==> config.mk <==
export PLATFORM = sky130hd
export DESIGN_NAME = imm_decode_stage
export DESIGN_NICKNAME = d
export VERILOG_FILES = /design/src/rtl/imm_decode_stage.sv
export SDC_FILE = /design/constraint.sdc
export NUM_CORES = 1
export LEC_CHECK = 0
export BUFFER_PORTS_ARGS = -buffer_cell sky130_fd_sc_hd__buf_4
export CAP_MARGIN = 30
export CORE_ASPECT_RATIO = 0.9
export CORE_MARGIN = 3
export CORE_UTILIZATION = 40
export CTS_CLUSTER_SIZE = 10
export DETAILED_ROUTE_END_ITERATION = 10
export PLACE_DENSITY = 0.64
export RECOVER_POWER = 100
export SYNTH_ARGS = -nofsm -noshare
export SYNTH_HDL_FRONTEND = slang
export SYNTH_SLANG_ARGS = --single-unit
==> constraint.sdc <==
create_clock -name clk -period 4.1 [get_ports clk]
set_input_delay 0.205 -clock clk [delete_from_list [all_inputs] [get_ports clk]]
set_output_delay 0.205 -clock clk [all_outputs]
set_load 0.05 [all_outputs]
==> src/rtl/imm_decode_stage.sv <==
// Immediate decode stage: classifies the immediate format, sign-extends it, and precomputes pc+imm.
// Output appears one cycle after accept; a 2-entry skid buffer keeps in_ready registered at full throughput.
module imm_decode_stage #(
  parameter int XLEN     = 32,
  parameter bit RV64_OPS = 1'b0
) (
  input  logic            clk,
  input  logic            rst,
  input  logic            in_valid,
  output logic            in_ready,
  input  logic [31:0]     in_instr,
  input  logic [XLEN-1:0] in_pc,
  output logic            out_valid,
  input  logic            out_ready,
  output logic [XLEN-1:0] out_imm,
  output logic [2:0]      out_fmt,
  output logic [XLEN-1:0] out_target,
  output logic [XLEN-1:0] out_pc,
  output logic            out_illegal
);

  localparam bit RV64_EN = RV64_OPS && (XLEN == 64);

  typedef enum logic [2:0] {
    FMT_R = 3'd0,
    FMT_I = 3'd1,
    FMT_S = 3'd2,
    FMT_B = 3'd3,
    FMT_U = 3'd4,
    FMT_J = 3'd5
  } fmt_e;

  typedef struct packed {
    logic [XLEN-1:0] imm;
    logic [2:0]      fmt;
    logic [XLEN-1:0] target;
    logic [XLEN-1:0] pc;
    logic            illegal;
  } entry_t;

  entry_t dec, main_q, skid_q;
  logic   main_vld, skid_vld;
  logic   accept, drain;
  logic [31:0] imm32;
  fmt_e        fmt;
  logic        illegal;

  function automatic logic [XLEN-1:0] sext32(input logic [31:0] v);
    logic [XLEN-1:0] r;
    r       = {XLEN{v[31]}};
    r[31:0] = v;
    return r;
  endfunction

  // Every format is first built as a 32-bit signed value, then widened by sext32.
  always_comb begin
    imm32   = '0;
    fmt     = FMT_R;
    illegal = 1'b0;
    case (in_instr[6:0])
      7'b0000011, 7'b0010011, 7'b1100111, 7'b1110011, 7'b0001111: begin
        fmt   = FMT_I;
        imm32 = {{20{in_instr[31]}}, in_instr[31:20]};
      end
      7'b0011011: begin
        if (RV64_EN) begin
          fmt   = FMT_I;
          imm32 = {{20{in_instr[31]}}, in_instr[31:20]};
        end else begin
          illegal = 1'b1;
        end
      end
      7'b0100011: begin
        fmt   = FMT_S;
        imm32 = {{20{in_instr[31]}}, in_instr[31:25], in_instr[11:7]};
      end
      7'b1100011: begin
        fmt   = FMT_B;
        imm32 = {{19{in_instr[31]}}, in_instr[31], in_instr[7], in_instr[30:25], in_instr[11:8], 1'b0};
      end
      7'b0110111, 7'b0010111: begin
        fmt   = FMT_U;
        imm32 = {in_instr[31:12], 12'b0};
      end
      7'b1101111: begin
        fmt   = FMT_J;
        imm32 = {{11{in_instr[31]}}, in_instr[31], in_instr[19:12], in_instr[20], in_instr[30:21], 1'b0};
      end
      7'b0110011: fmt = FMT_R;
      7'b0111011: illegal = !RV64_EN;
      default:    illegal = 1'b1;
    endcase
    if (in_instr[1:0] != 2'b11) begin
      illegal = 1'b1;
      fmt     = FMT_R;
      imm32   = '0;
    end
  end

  always_comb begin
    dec         = '0;
    dec.imm     = sext32(imm32);
    dec.fmt     = fmt;
    dec.pc      = in_pc;
    dec.target  = in_pc + dec.imm;
    dec.illegal = illegal;
  end

  assign in_ready = !skid_vld;
  assign accept   = in_valid && in_ready;
  assign drain    = main_vld && out_ready;

  // No accept is possible while skid is full, so that branch only has to refill main.
  always_ff @(posedge clk) begin
    if (rst) begin
      main_vld <= 1'b0;
      skid_vld <= 1'b0;
      main_q   <= '0;
      skid_q   <= '0;
    end else if (skid_vld) begin
      if (drain) begin
        main_q   <= skid_q;
        skid_vld <= 1'b0;
      end
    end else if (accept) begin
      if (!main_vld || drain) begin
        main_q   <= dec;
        main_vld <= 1'b1;
      end else begin
        skid_q   <= dec;
        skid_vld <= 1'b1;
      end
    end else if (drain) begin
      main_vld <= 1'b0;
    end
  end

  assign out_valid   = main_vld;
  assign out_imm     = main_q.imm;
  assign out_fmt     = main_q.fmt;
  assign out_target  = main_q.target;
  assign out_pc      = main_q.pc;
  assign out_illegal = main_q.illegal;

endmodule

== After elaboration in Yosys (flattened, before gate mapping) ==
Index checks and enable logic that the tools add are counted.
W data, S select, Z words.
Word-level totals
  register bits after elaboration: 202
  bits in latches: 0
  RAM bits: 0
  memory bits (read-only): 0
  bits of input ports: 68
  output and inout port bits: 102
  word-level logic and storage cells: 60
  memories: 0
Cells by class
  $add $sub $neg: 1
  multipliers: 0
  div/mod/pow operators: 0
  $lt $le $gt $ge: 0
  equal/unequal tests: 14
  shift-type cells: 0
  multiplexer cells: 17
  bitwise gates (word level): 2
  reductions and logical operators: 14
Operator list (number)
  $mux W100: 4
  $pmux W32 S5: 1
  $add A32 B32 Y32: 1
  $mux W32: 1
  $eq A7 B7 Y1 const B: 4
  $eq A7 B6 Y1 const B: 3
  $pmux W3 S5: 1
  $eq A7 B5 Y1 const B: 2
  $reduce_or A11 Y1: 1
  $mux W1: 9
  $reduce_and A3 Y1: 3
  $eq A7 B2 Y1 const B: 1
  $eq A7 B4 Y1 const B: 1
  $reduce_bool A2 Y1: 3
  $reduce_or A5 Y1: 1
  $ne A2 B1 Y1 const B: 2
  $mux W3: 1
  $logic_and A1 B1 Y1: 2
  $logic_not A1 Y1: 2
  $ne A2 B2 Y1 const B: 1
  $not A1 Y1: 2
  $reduce_or A2 Y1: 1
  $logic_or A1 B1 Y1: 1

== Longest topological paths before layout ==
  word-level depth: 8
  depth in mapped cells: 20
  mapped depth without buffers: 18

== Worst setup path before layout ==
OpenSTA, ideal clock, no wires.
  path kind: input to register
  from: input port in_instr[3]
  to: register skid_q[61] in the netlist's numbering
  setup time: 0.086 ns
  arrival time: 3.721 ns
  required time: 4.014 ns
  setup slack: 0.294 ns
  stages: 17
  buffers on the path: 2
  cells stage by stage: clkbuf_1 -> or2_2 -> nor4_2 -> o21a_1 -> a21oi_1 -> inv_1 -> ha_1 -> buf_2 -> o211a_1 -> o21ai_1 -> or3_1 -> o211ai_2 -> a221o_2 -> a22oi_1 -> a21oi_1 -> xnor2_1 -> a211oi_1
RTL lines
  start, declared: RTL line 11  | input logic [31:0] in_instr,
  end signal, assigned: RTL line 119  | skid_q <= '0;
  end signal, assigned: RTL line 130  | skid_q <= dec;
  end, declared: RTL line 41  | entry_t dec, main_q, skid_q;

==> impl_metrics.prom <==
# TYPE chip_impl_metric gauge
chip_impl_info{name="status",value="finished with violations"} 1
chip_impl_info{name="failed_checks",value="max-capacitance violations, max-slew violations"} 1
chip_impl_metric{name="sw_frac_of_total",unit=""} 0.3037
chip_impl_info{name="yosys_most_used_dff",value="dfxtp_1"} 1
chip_impl_metric{name="tightest_slew",unit="ns"} 1.694
chip_impl_metric{name="share_clk_of_total_power",unit=""} 0.395
chip_impl_metric{name="synth.cell_area",unit="µm²"} 10020
chip_impl_metric{name="netlist.area_leader.share",unit=""} 0.4035
chip_impl_metric{name="std_cell_rows",unit=""} 54
chip_impl_metric{name="grt_start_max_net_pins",unit=""} 81
chip_impl_metric{name="cts.repair.resized",unit=""} 0
chip_impl_metric{name="layout_worst_path_cycle_share",unit=""} 0.9283
chip_impl_info{name="min-delay-path-class",value="input pin to register"} 1
chip_impl_metric{name="drt_drc_violations_left",unit=""} 0
chip_impl_metric{name="internal_power",unit="µW"} 3555
chip_impl_metric{name="maxCapViolations",unit=""} 2
chip_impl_metric{name="syn_nets",unit=""} 1377
chip_impl_metric{name="drtIter0Drc",unit=""} 780
chip_impl_metric{name="relSlewSlack",unit=""} -0.1291
chip_impl_metric{name="synth.avg_cell_area",unit="µm²"} 7.847
chip_impl_metric{name="drt-wirelength-per-cell",unit="µm"} 17.25
chip_impl_metric{name="synth_warnings",unit=""} 0
chip_impl_metric{name="syn-instance-count",unit=""} 1277
chip_impl_metric{name="p_seq_frac",unit=""} 0.417
chip_impl_metric{name="dp_hpwl",unit="µm"} 21640
chip_impl_metric{name="design.die.area",unit="µm²"} 26990
chip_impl_metric{name="grt_antenna_before_repair",unit=""} 0
chip_impl_metric{name="cp_max_fo",unit=""} 8
chip_impl_info{name="setup.worst_path.start_class",value="input pin"} 1
chip_impl_metric{name="grt_use_total",unit=""} 0.2182
chip_impl_metric{name="floorplan.initialDensity",unit=""} 0.4097
chip_impl_metric{name="synth.distinct_cells",unit=""} 64
chip_impl_metric{name="cts.htree.levels",unit=""} 1
chip_impl_metric{name="num-fill-cells",unit=""} 2525
chip_impl_info{name="critPathCaptureType",value="register"} 1
chip_impl_metric{name="clock_insertion_delay_worst_skew",unit="ns"} 0.51
chip_impl_metric{name="slew_violations",unit=""} 65
chip_impl_info{name="synth.area.top_cells",value="dfxtp_1 40%, nand2_1 8.8%, a21oi_1 7.2%"} 1
chip_impl_metric{name="synthArstFlopShare",unit=""} 0
chip_impl_metric{name="congestion_overflow_gr",unit=""} 0
chip_impl_metric{name="die_height",unit="µm"} 156.2
chip_impl_info{name="cts_tree",value="done"} 1
chip_impl_metric{name="cts_setup_buffers",unit=""} 0
chip_impl_info{name="synth_largest_area_cell",value="dfxtp_1"} 1
chip_impl_metric{name="fin_total_pwr",unit="µW"} 5105
chip_impl_metric{name="io_pins",unit=""} 170
chip_impl_metric{name="power.share.combinational",unit=""} 0.189
chip_impl_metric{name="cts_buffers",unit=""} 25
chip_impl_metric{name="finish.net_count",unit=""} 1542
chip_impl_metric{name="ff_latch_area",unit="µm²"} 4048
chip_impl_metric{name="route.antenna.remaining_nets",unit=""} 0
chip_impl_metric{name="report.final.hold_viol_count",unit=""} 0
chip_impl_metric{name="area_delta_synth_final",unit="%"} 21.81
chip_impl_metric{name="layout_min_cycle_time",unit="ns"} 3.806
chip_impl_metric{name="hold_buffers",unit=""} 34
chip_impl_info{name="timing.setup.critical_path_class",value="input pin to register"} 1
chip_impl_metric{name="timing.critical_path.required",unit="ns"} 4.49
chip_impl_metric{name="firstDrtPassIters",unit=""} 5
chip_impl_metric{name="number_of_enable_flip_flop_cells_after_synthesis",unit=""} 0
chip_impl_metric{name="multi_input_comb_area",unit="µm²"} 5461
chip_impl_metric{name="power_leakage",unit="µW"} 0.004995
chip_impl_metric{name="antennaDiodeCount",unit=""} 0
chip_impl_metric{name="numClockSinks",unit=""} 202
chip_impl_metric{name="buffer_ports.inserted",unit=""} 169
chip_impl_info{name="ranking_of_synthesized_cells_by_instance_count",value="236 x nand2_1, 202 x dfxtp_1, 151 x nor2_1"} 1
chip_impl_metric{name="avgViaCountPerCell",unit=""} 5.320
chip_impl_info{name="rsz0062_at_grt",value="no"} 1
chip_impl_metric{name="worstPathArrival",unit="ns"} 4.20
chip_impl_metric{name="postRouteWirelength",unit="µm"} 30810
chip_impl_metric{name="clock-skew-final",unit="ns"} 0.01578
chip_impl_metric{name="wire_length_of_the_first_global_routing_pass",unit="µm"} 48010
chip_impl_metric{name="max_freq",unit="MHz"} 262.7
chip_impl_metric{name="power_density",unit="nW/µm²"} 418.2
chip_impl_metric{name="vdd.ir_drop.worst",unit="V"} 0.0002195
chip_impl_metric{name="switching_power",unit="µW"} 1551
chip_impl_metric{name="die_w",unit="µm"} 172.8
chip_impl_metric{name="ys_seq_elements",unit=""} 202
chip_impl_metric{name="first_global_vias",unit=""} 8765
chip_impl_info{name="yosysMostFrequentCell",value="nand2_1"} 1
chip_impl_metric{name="clk_transition_reported_paths",unit="ns"} 0.05
chip_impl_metric{name="core_area",unit="µm²"} 24460
chip_impl_metric{name="share_of_cells_above_drive_strength_1",unit=""} 0.09448
chip_impl_metric{name="cts-root-to-sink-buffers",unit=""} 3
chip_impl_metric{name="dr_total_vias",unit=""} 9501
chip_impl_metric{name="setup_viol_count_final",unit=""} 0
chip_impl_metric{name="gpl.final_weighted_congestion",unit=""} 0.9364
chip_impl_metric{name="finalSetupTns",unit="ns"} 0
chip_impl_info{name="cts_root_buf",value="clkbuf_16"} 1
chip_impl_metric{name="ys_seq_area_frac",unit=""} 0.4035
## kinds of logic after synthesis
kind of cell	count (synthesis)	share of synthesized area
mux	54	0.05394
fa+ha+maj	32	0.04070
buf+inv	128	0.04907
xor+xnor	27	0.02360
compound gates	382	0.2445
simple gates	452	0.1847
flops	202	0.4035
## placed cells by master, fill, tap and decap left out, types with 31 or more instances in the layout
cell             n
a211oi_1        81
a21oi_1        145
buf_4           84
clkbuf_1       109
dfxtp_1        201
dlygate4sd3_1   34
ha_1            31
inv_1           36
mux2i_1         54
nand2_1        236
nor2_1         151
o21ai_0         60
## power by group through the flow
stage               combinational [µW]  clock, µW  sequential [µW]
floorplan                          417          0             2420
detailed placement                1010          0             2170
global placement                  1000          0             2170
CTS                               1040       2050             2130
finish                             964       2010             2130
global route                      1040       2120             2140
## through the flow
| stage | hold slack (ns) | utilization | cell area [µm²] | instances | setup WS (ns) |
|---|---|---|---|---|---|
| 5_1_grt | 0.1138 | 0.4991 | 12210 | 1786 | 0.1620 |
| 2_1_floorplan | 0.3223 | - | 10020 | 1277 | 0.2938 |
| 3_3_place_gp | 0.4408 | 0.4744 | 11600 | 1716 | 0.2114 |
| 6_report | 0.08926 | 0.4991 | 12210 | 1786 | 0.2941 |
| 4_1_cts | 0.07771 | 0.5186 | 12680 | 1786 | 0.6622 |
| 3_5_place_dp | 0.4458 | 0.4752 | 11620 | 1717 | 0.1576 |
## critical path, cell delays in order
cell	delay [ns]
buf_4	0.14
or2_2	0.33
nor4_1	0.44
buf_4	0.22
a22o_1	0.22
ha_1	0.30
and2_4	0.19
a221oi_1	0.52
a2111oi_4	0.17
o211a_4	0.30
o21ai_0	0.40
o31ai_1	0.15
xnor2_1	0.27
o21ai_0	0.11
and2_0	0.22
## flip-flops by register name (all words and copies together), names as in the netlist
name	count
out_pc	32
out_imm	32
out_fmt	3
out_valid	1
out_target	32
skid_vld	1
out_illegal	1
skid_q	100
## metal layers
metal | up-vias | global-route usage | routed length (µm)
met4 | 0 | 0.06793 | 888
li1 | 4765 | - | -
met2 | 262 | 0.3494 | 13780
met3 | 58 | 0.02993 | 1426
met5 | - | 0 | 0
met1 | 4416 | 0.3067 | 14710
## layout make-up
cell class	count	area share
Clock inverter	2	0.002870
Multi-Input combinational cell	947	0.4474
Clock buffer	33	0.05617
Sequential cell	202	0.3316
Timing Repair Buffer	229	0.1161
Tap cell	336	0.03444
Inverter	37	0.01138
## path summary, 6_finish.rpt
check	start	endpoint	slack, ns	depth (start not counted)
setup / recovery	in_instr[2]	skid_q[60]	0.29	15
hold / removal	in_instr[18]	skid_q[86]	0.09	3
setup reg to reg	skid_vld	skid_q[60]	0.53	5
hold reg to reg	out_imm[20]	out_imm[20]	0.45	2
Power figures use the tool's default switching activity.
